$ cat config.mk
export PLATFORM = sky130hd
export DESIGN_NAME = move_sequencer
export DESIGN_NICKNAME = d
export VERILOG_FILES = /design/src/rtl/chess_pkg.sv /design/src/rtl/move_screen.sv /design/src/rtl/move_sequencer.sv
export SDC_FILE = /design/constraint.sdc
export NUM_CORES = 1
export LEC_CHECK = 0
export CAP_MARGIN = 5
export CELL_PAD_IN_SITES_DETAIL_PLACEMENT = 1
export CELL_PAD_IN_SITES_GLOBAL_PLACEMENT = 2
export CORE_MARGIN = 10
export CORE_UTILIZATION = 31
export CTS_CLUSTER_SIZE = 12
export DETAILED_ROUTE_END_ITERATION = 7
export GPL_TIMING_DRIVEN = 1
export PLACE_DENSITY = 0.85
export SLEW_MARGIN = 20
export SYNTH_ARGS = -nofsm -noshare
export SYNTH_HDL_FRONTEND = slang
export SYNTH_SLANG_ARGS = --single-unit
$ cat constraint.sdc
create_clock -name clk -period 3.58 [get_ports clk]
set_clock_uncertainty 0.05 [all_clocks]
set_input_delay 0.716 -clock clk [delete_from_list [all_inputs] [get_ports clk]]
set_output_delay 0.716 -clock clk [all_outputs]
set_load 0.03 [all_outputs]
$ cat src/rtl/chess_pkg.sv
// Shared piece encoding, FSM state and reject-reason types for the move sequencer.
// Piece codes: 0 empty, 1-6 white P,B,N,R,Q,K, 7-C black P,B,N,R,Q,K, D-F invalid.
package chess_pkg;

    localparam int PIECE_W = 4;
    localparam int SQ_W    = 6;

    localparam logic [PIECE_W-1:0] EMPTY    = 4'h0;
    localparam logic [PIECE_W-1:0] W_PAWN   = 4'h1;
    localparam logic [PIECE_W-1:0] W_QUEEN  = 4'h5;
    localparam logic [PIECE_W-1:0] W_KING   = 4'h6;
    localparam logic [PIECE_W-1:0] B_PAWN   = 4'h7;
    localparam logic [PIECE_W-1:0] B_QUEEN  = 4'hB;
    localparam logic [PIECE_W-1:0] B_KING   = 4'hC;

    typedef enum logic [2:0] {
        S_IDLE,
        S_RD_SRC,
        S_RD_DST,
        S_CHECK,
        S_REMOVE,
        S_PLACE,
        S_DONE,
        S_REJECT
    } state_t;

    typedef enum logic [2:0] {
        RJ_NONE      = 3'd0,
        RJ_SAME_SQ   = 3'd1,
        RJ_SRC_EMPTY = 3'd2,
        RJ_NOT_TURN  = 3'd3,
        RJ_DST_OWN   = 3'd4
    } reject_t;

    function automatic logic is_empty(input logic [PIECE_W-1:0] code);
        return code == EMPTY;
    endfunction

    function automatic logic is_white(input logic [PIECE_W-1:0] code);
        return (code >= W_PAWN) && (code <= W_KING);
    endfunction

    function automatic logic is_black(input logic [PIECE_W-1:0] code);
        return (code >= B_PAWN) && (code <= B_KING);
    endfunction

    // Empty counts as valid; only D-F are garbage.
    function automatic logic is_valid(input logic [PIECE_W-1:0] code);
        return code <= B_KING;
    endfunction

endpackage

$ cat src/rtl/move_screen.sv
// Combinational legality screen: ownership and side-to-move checks only, first failing
// rule wins (same square, source empty/invalid, source not ours, destination ours/invalid).
module move_screen
    import chess_pkg::*;
#(
    parameter int CODE_W = PIECE_W,
    parameter int POS_W  = SQ_W
) (
    input  logic [CODE_W-1:0] src_code,
    input  logic [CODE_W-1:0] dst_code,
    input  logic [POS_W-1:0]  src_pos,
    input  logic [POS_W-1:0]  dst_pos,
    input  logic              turn,
    output logic              ok,
    output logic [2:0]        reject_code,
    output logic              capture
);

    reject_t rc;
    logic    src_ours;
    logic    dst_ours;

    // NOTE: every output of a combinational block gets a default first, so no path leaves it unassigned and no latch is inferred.
    always_comb begin
        rc       = RJ_NONE;
        src_ours = turn ? is_black(src_code) : is_white(src_code);
        dst_ours = turn ? is_black(dst_code) : is_white(dst_code);
        capture  = turn ? is_white(dst_code) : is_black(dst_code);

        if (src_pos == dst_pos)
            rc = RJ_SAME_SQ;
        else if (is_empty(src_code) || !is_valid(src_code))
            rc = RJ_SRC_EMPTY;
        else if (!src_ours)
            rc = RJ_NOT_TURN;
        else if (dst_ours || !is_valid(dst_code))
            rc = RJ_DST_OWN;
    end

    assign ok          = (rc == RJ_NONE);
    assign reject_code = rc;

endmodule

$ cat src/rtl/move_sequencer.sv
// Sequences one move into the board register file: read src, read dst, screen, remove@src, place@dst.
// Optional feature: define PROMOTION_EN to turn a pawn reaching the far rank into a queen.
module move_sequencer
    import chess_pkg::*;
#(
    parameter int CODE_W = PIECE_W,
    parameter int POS_W  = SQ_W
) (
    input  logic              clk,
    input  logic              rst,
    input  logic              move_valid,
    output logic              move_ready,
    input  logic [POS_W-1:0]  move_src,
    input  logic [POS_W-1:0]  move_dst,
    output logic [POS_W-1:0]  rd_pos,
    input  logic [CODE_W-1:0] rd_code,
    output logic [POS_W-1:0]  wr_pos,
    output logic [CODE_W-1:0] wr_code,
    output logic              wr_place,
    output logic              wr_remove,
    output logic              turn,
    output logic              busy,
    output logic              done,
    output logic              reject,
    output logic [2:0]        reject_code,
    output logic              capture,
    output logic [CODE_W-1:0] captured
);

    state_t            state_q, state_d;
    logic [POS_W-1:0]  src_pos, dst_pos;
    logic [CODE_W-1:0] src_code, dst_code;
    logic [CODE_W-1:0] place_code;
    logic              scr_ok, scr_capture;
    logic [2:0]        scr_rc;

    move_screen #(.CODE_W(CODE_W), .POS_W(POS_W)) u_screen (
        .src_code    (src_code),
        .dst_code    (dst_code),
        .src_pos     (src_pos),
        .dst_pos     (dst_pos),
        .turn        (turn),
        .ok          (scr_ok),
        .reject_code (scr_rc),
        .capture     (scr_capture)
    );

    // NOTE: clocked state uses non-blocking assignments so every register samples pre-edge values.
    always_ff @(posedge clk or posedge rst) begin
        if (rst) begin
            state_q     <= S_IDLE;
            src_pos     <= '0;
            dst_pos     <= '0;
            src_code    <= '0;
            dst_code    <= '0;
            rd_pos      <= '0;
            turn        <= 1'b0;
            reject_code <= '0;
            capture     <= 1'b0;
            captured    <= '0;
        end else begin
            state_q <= state_d;
            case (state_q)
                S_IDLE: if (move_valid) begin
                    src_pos <= move_src;
                    dst_pos <= move_dst;
                    rd_pos  <= move_src;
                end
                S_RD_SRC: begin
                    src_code <= rd_code;
                    rd_pos   <= dst_pos;
                end
                S_RD_DST: dst_code <= rd_code;
                S_CHECK: begin
                    reject_code <= scr_rc;
                    capture     <= scr_ok && scr_capture;
                    captured    <= (scr_ok && scr_capture) ? dst_code : '0;
                end
                S_DONE:  turn <= ~turn;
                default: ;
            endcase
        end
    end

    always_comb begin
        place_code = src_code;
`ifdef PROMOTION_EN
        if (src_code == W_PAWN && dst_pos[POS_W-1:POS_W-3] == 3'd0)
            place_code = W_QUEEN;
        else if (src_code == B_PAWN && dst_pos[POS_W-1:POS_W-3] == 3'd7)
            place_code = B_QUEEN;
`endif
    end

    // Strobes decode from state_q alone, so an async reset drops them immediately.
    always_comb begin
        state_d    = state_q;
        move_ready = 1'b0;
        done       = 1'b0;
        reject     = 1'b0;
        wr_place   = 1'b0;
        wr_remove  = 1'b0;
        wr_pos     = '0;
        wr_code    = '0;
        case (state_q)
            S_IDLE: begin
                move_ready = 1'b1;
                if (move_valid)
                    state_d = S_RD_SRC;
            end
            S_RD_SRC: state_d = S_RD_DST;
            S_RD_DST: state_d = S_CHECK;
            S_CHECK:  state_d = scr_ok ? S_REMOVE : S_REJECT;
            S_REMOVE: begin
                wr_remove = 1'b1;
                wr_pos    = src_pos;
                state_d   = S_PLACE;
            end
            S_PLACE: begin
                wr_place = 1'b1;
                wr_pos   = dst_pos;
                wr_code  = place_code;
                state_d  = S_DONE;
            end
            S_DONE: begin
                done    = 1'b1;
                state_d = S_IDLE;
            end
            S_REJECT: begin
                reject  = 1'b1;
                state_d = S_IDLE;
            end
            default: state_d = S_IDLE;
        endcase
    end

    assign busy = ~move_ready;

endmodule

==> impl_summary.md <==
Status
The flow ran to the end, and the final reports show no timing, DRC or antenna violations.

Placed design
The final weighted congestion in routability-driven placement is 0.747. During placement, the flow inserted port buffers numbering 49. The worst slack after detailed placement is 0.974 ns. The HPWL after detailed placement is 3.80 mm.

Synth
The predominant post-synthesis flop cell is sky130_fd_sc_hd__dfrtp_1. The sequential area share after synthesis is 0.506. A synthesized cell averages 11.1 sq um.

The post-synthesis compound-gate area fraction is 0.138. In the synthesized netlist the async set-or-reset flop fraction comes to 1.00. When the netlist entered floorplanning its net count stood at 189. The largest family of logic cells by synthesized area is simple AND/OR/NAND/NOR gates. The distinct cell type count after synthesis is 39. The post-synth design cell area is 1880 sq um. For this run, the number of Yosys warnings is 0.

The portion of synthesized area spent on multiplexers is 0.128. Of the total synthesized cell area, the portion taken by AND, OR, NAND and NOR gates is 0.157. The xor and xnor fraction of the mapped netlist area is 0.0373. Of the total synthesized cell area, the portion taken by full adders, half adders and majority gates is 0. After technology mapping, the gate count stands at 170. The number of synthesized register bits is 38. The number of flops mapped to enable cells by yosys is 0.

Clocking
Buffers inserted during clock tree synthesis total 5. At the later pin of the worst-skew pair, clock insertion delay measures 0.28 ns. The post-CTS setup buffer count is 0.

The number of levels in the clock H-tree is 2. The number of buffers on the longest clock path is 2. The clock drives 38 sinks.

The clock edge transition at the registers on the reported setup and hold paths is 0.07 ns. The clock tree from TritonCTS is yes. The number of hold-repair buffers added at the cts stage is 0. The count of instances resized after the clock tree is built is 0. The tree is rooted in a sky130_fd_sc_hd__clkbuf_8.

Worst setup path
The data arrival time of the worst path is 2.14 ns. The cell with the biggest individual delay on the critical path is sky130_fd_sc_hd__clkdlybuf4s50_1. Across all register-to-register paths, the minimum setup slack is 1.62 ns. The reg-to-reg startpoint is state_q[1]$_DFFE_PP0P_. The maximum fanout along the worst path is 11. The number of cells traversed by the worst register-to-register path is 5. The buffering stage count on the worst path with inverters included is 3. The endpoint identified for the worst register-to-register timing path is captured[2]$_DFFE_PP0P_. Traced cell by cell, the critical path runs through inv_1, nor3b_1, buf_4, a22o_1, clkdlybuf4s50_1. The worst setup path is of the reg2out kind. The endpoint kind of the worst setup timing path is an output port. STA classifies the critical path startpoint as a register. The data required time at the worst endpoint is 2.81 ns. The largest delay contributor family on the critical path is buffers and inverters.

The delay of the slowest critical-path stage is 0.67 ns.

STA
The final count of negative-setup-slack endpoints is 0. In the final timing run, aggregate negative setup slack is 0 ns. Setup repair after global routing left no endpoint under its margin. The fraction of the cycle the final worst path needs is 0.812. The transition time of the tightest slew-check pin is 0.688 ns. The minimum clock period is 2.91 ns.

Hold timing on the final database bottoms out at a slack of 0.444 ns. The fmax is 0.344 GHz. The relative max-transition margin is 0.538. The count of endpoints failing hold in the final timing report is 0. The final count of pins violating max slew was 0. The final critical-path setup slack is 0.675 ns.

Global route
The number of antenna violations at the first check in global routing is 0. For this run, the total global-route usage over all layers was measured as 0.107. The wire length of the first global-routing pass is 8.58 mm. The number of global-route vias before repair is 1595.

The overflow left after global routing is 0. The largest net degree at the start of global routing is 22.

Pwr
The share of total power dissipated in combinational logic is 0.511. The switching power share of the total is 0.433. Of the total power, the clock network draws 0.123.

The sequential power share is 0.365. The design draws 2.46 mW. The internal power of the cells totals 1.39 mW.

The analysis attributes to net switching a power of 1.06 mW. In this run the power density over the cells is 962 nW/um^2. The maximum ir drop on the vdd rail is 0.392 mV. Summed over all cells, the static leakage comes to 1.09 nW.

Cells and area
The top cell types in the final layout, fill and taps aside, are sky130_fd_sc_hd__clkdlybuf4s50_1 (49), sky130_fd_sc_hd__dfrtp_1 (38), sky130_fd_sc_hd__mux2_2 (17). Leaving out fill and tap cells, the most frequent cell in the layout is sky130_fd_sc_hd__clkdlybuf4s50_1. For this run, the share of the core covered by cells in the final layout is 0.431. The repair_antennas step left the layout with diodes totalling 0.

Of the cells placed in the final design, the portion with a size suffix greater than 1 is 0.156. Compared with the post-synthesis result, the final layout area differs by 35.9%. At the end of the flow, the number of nets in the layout was 242.

The number of fill cells is 656.

Worst hold path
The endpoint with the worst hold slack is reject_code[2]$_DFFE_PP0P_. The instance count along the most critical hold path is 1. The startpoint of the tightest hold check path is reject_code[2]$_DFFE_PP0P_. The type of the most critical hold path is reg2reg.

Job
The number of max-capacitance violations reported is 0.

Floorplan
The vertical extent of the die is 97.9 um. The starting density of the core is 0.317. The floorplan step defined a die boundary enclosing 9580 sq um. After floorplanning, the core was divided into 28 placement rows. The area of the core is 5920 sq um. The die width is 97.9 um.

During I/O placement, the number of pins put on the boundary was 50.

Route
The remaining number of nets flagged by the antenna check after routing is 0. The routed wirelength normalized by instance count is 16.5 um. The wire length reported by the detailed router is 4.93 mm. The number of detailed-routing iterations run before antenna repair is 4. Across all layers, the routed design uses 1491 vias. The number of remaining DRC errors is 0. Using the TritonRoute via totals, the vias-per-cell ratio works out to 4.99.

The iteration-0 DRC count of the detailed router is 41.
==> how the worst max path moves through the flow <==
stage | cells after the start | endpoint | from
2_1_floorplan | 3 | wr_pos[0] | state_q[1]$_DFFE_PP0P_
3_3_place_gp | 5 | wr_pos[5] | state_q[2]$_DFFE_PP0P_
3_5_place_dp | 5 | wr_pos[5] | state_q[2]$_DFFE_PP0P_
4_1_cts | 5 | wr_pos[5] | state_q[2]$_DFFE_PP0P_
5_1_grt | 5 | wr_pos[4] | state_q[2]$_DFFE_PP0P_
6_report | 5 | wr_pos[5] | state_q[2]$_DFFE_PP0P_
==> per-stage QoR <==
stage / instance area, sq um / cells
after floorplan: 1880 / 170
after global placement: 2460 / 291
after detailed placement: 2460 / 291
after CTS: 2550 / 299
after global routing: 2550 / 299
final: 2550 / 299
==> cells in the mapped netlist, drive strengths merged, types with 2 or more instances <==
master   n  area, sq um
nor3b    3         27.5
nand3b   2         15.0
clkbuf   3         11.3
nor3     5         30.0
a21oi    3         15.0
nand2b   2         12.5
nand2   14         55.1
nand3    5         25.0
o21ai   14         70.1
xor2     2         17.5
mux2    17          191
dfrtp   38          951
and3     3         18.8
inv      8         30.0
a22o    10         87.6
nor2     6         22.5
mux2i    5         50.1
or3      2         12.5
and2     6         41.3
xnor2    6         52.6
buf      4         20.0
==> layer usage <==
metal | vias up | track usage | part of all wire
li1 | 714 | - | -
met1 | 735 | 0.137 | 0.45
met2 | 37 | 0.158 | 0.47
met3 | 5 | 0.0472 | 0.073
met4 | 0 | 0.0268 | 0.0085
met5 | - | 0 | 0
==> cell type report <==
class,count,area [sq um],area share
clock buffers,7,86.3,0.0338
clock inverters,1,5.00,0.00196
inverters,8,30.0,0.0118
multi-input cells,117,867,0.340
flip-flops and latches,38,951,0.372
well taps,75,93.8,0.0367
repair buffers,53,520,0.204
==> worst reg2reg max path, stage by stage, from the launching register on <==
cell                       delay [ns]
sky130_fd_sc_hd__dfrtp_1         0.55
sky130_fd_sc_hd__nand3b_1        0.38
sky130_fd_sc_hd__a311oi_1        0.31
sky130_fd_sc_hd__o21ai_1         0.16
sky130_fd_sc_hd__nor4_4          0.26
sky130_fd_sc_hd__a22o_1          0.19
==> kinds of logic (layout without fill, tap and decap cells) <==
logic type,Yosys count,after routing
simple gates,51,51
flops,38,38
mux,22,22
buf+inv,15,69
compound gates,36,36
xor+xnor,8,8
==> flip-flops by register name, indices dropped and copies added (netlist names) <==
| name | flops |
|---|---|
| capture | 1 |
| src_pos | 6 |
| reject_code | 3 |
| state_q | 3 |
| turn | 1 |
| dst_code | 4 |
| place_code | 4 |
| captured | 4 |
| dst_pos | 6 |
| rd_pos | 6 |
==> power groups by stage <==
stage | registers [mW] | clock network, mW | logic [mW]
3_5_place_dp | 0.905 | 0 | 1.28
6_report | 0.898 | 0.303 | 1.26
5_1_grt | 0.942 | 0.336 | 1.37
2_1_floorplan | 0.963 | 0 | 0.761
3_3_place_gp | 0.898 | 0 | 1.25
4_1_cts | 0.900 | 0.310 | 1.28
No activity file was read; power rests on OpenSTA's default activity.
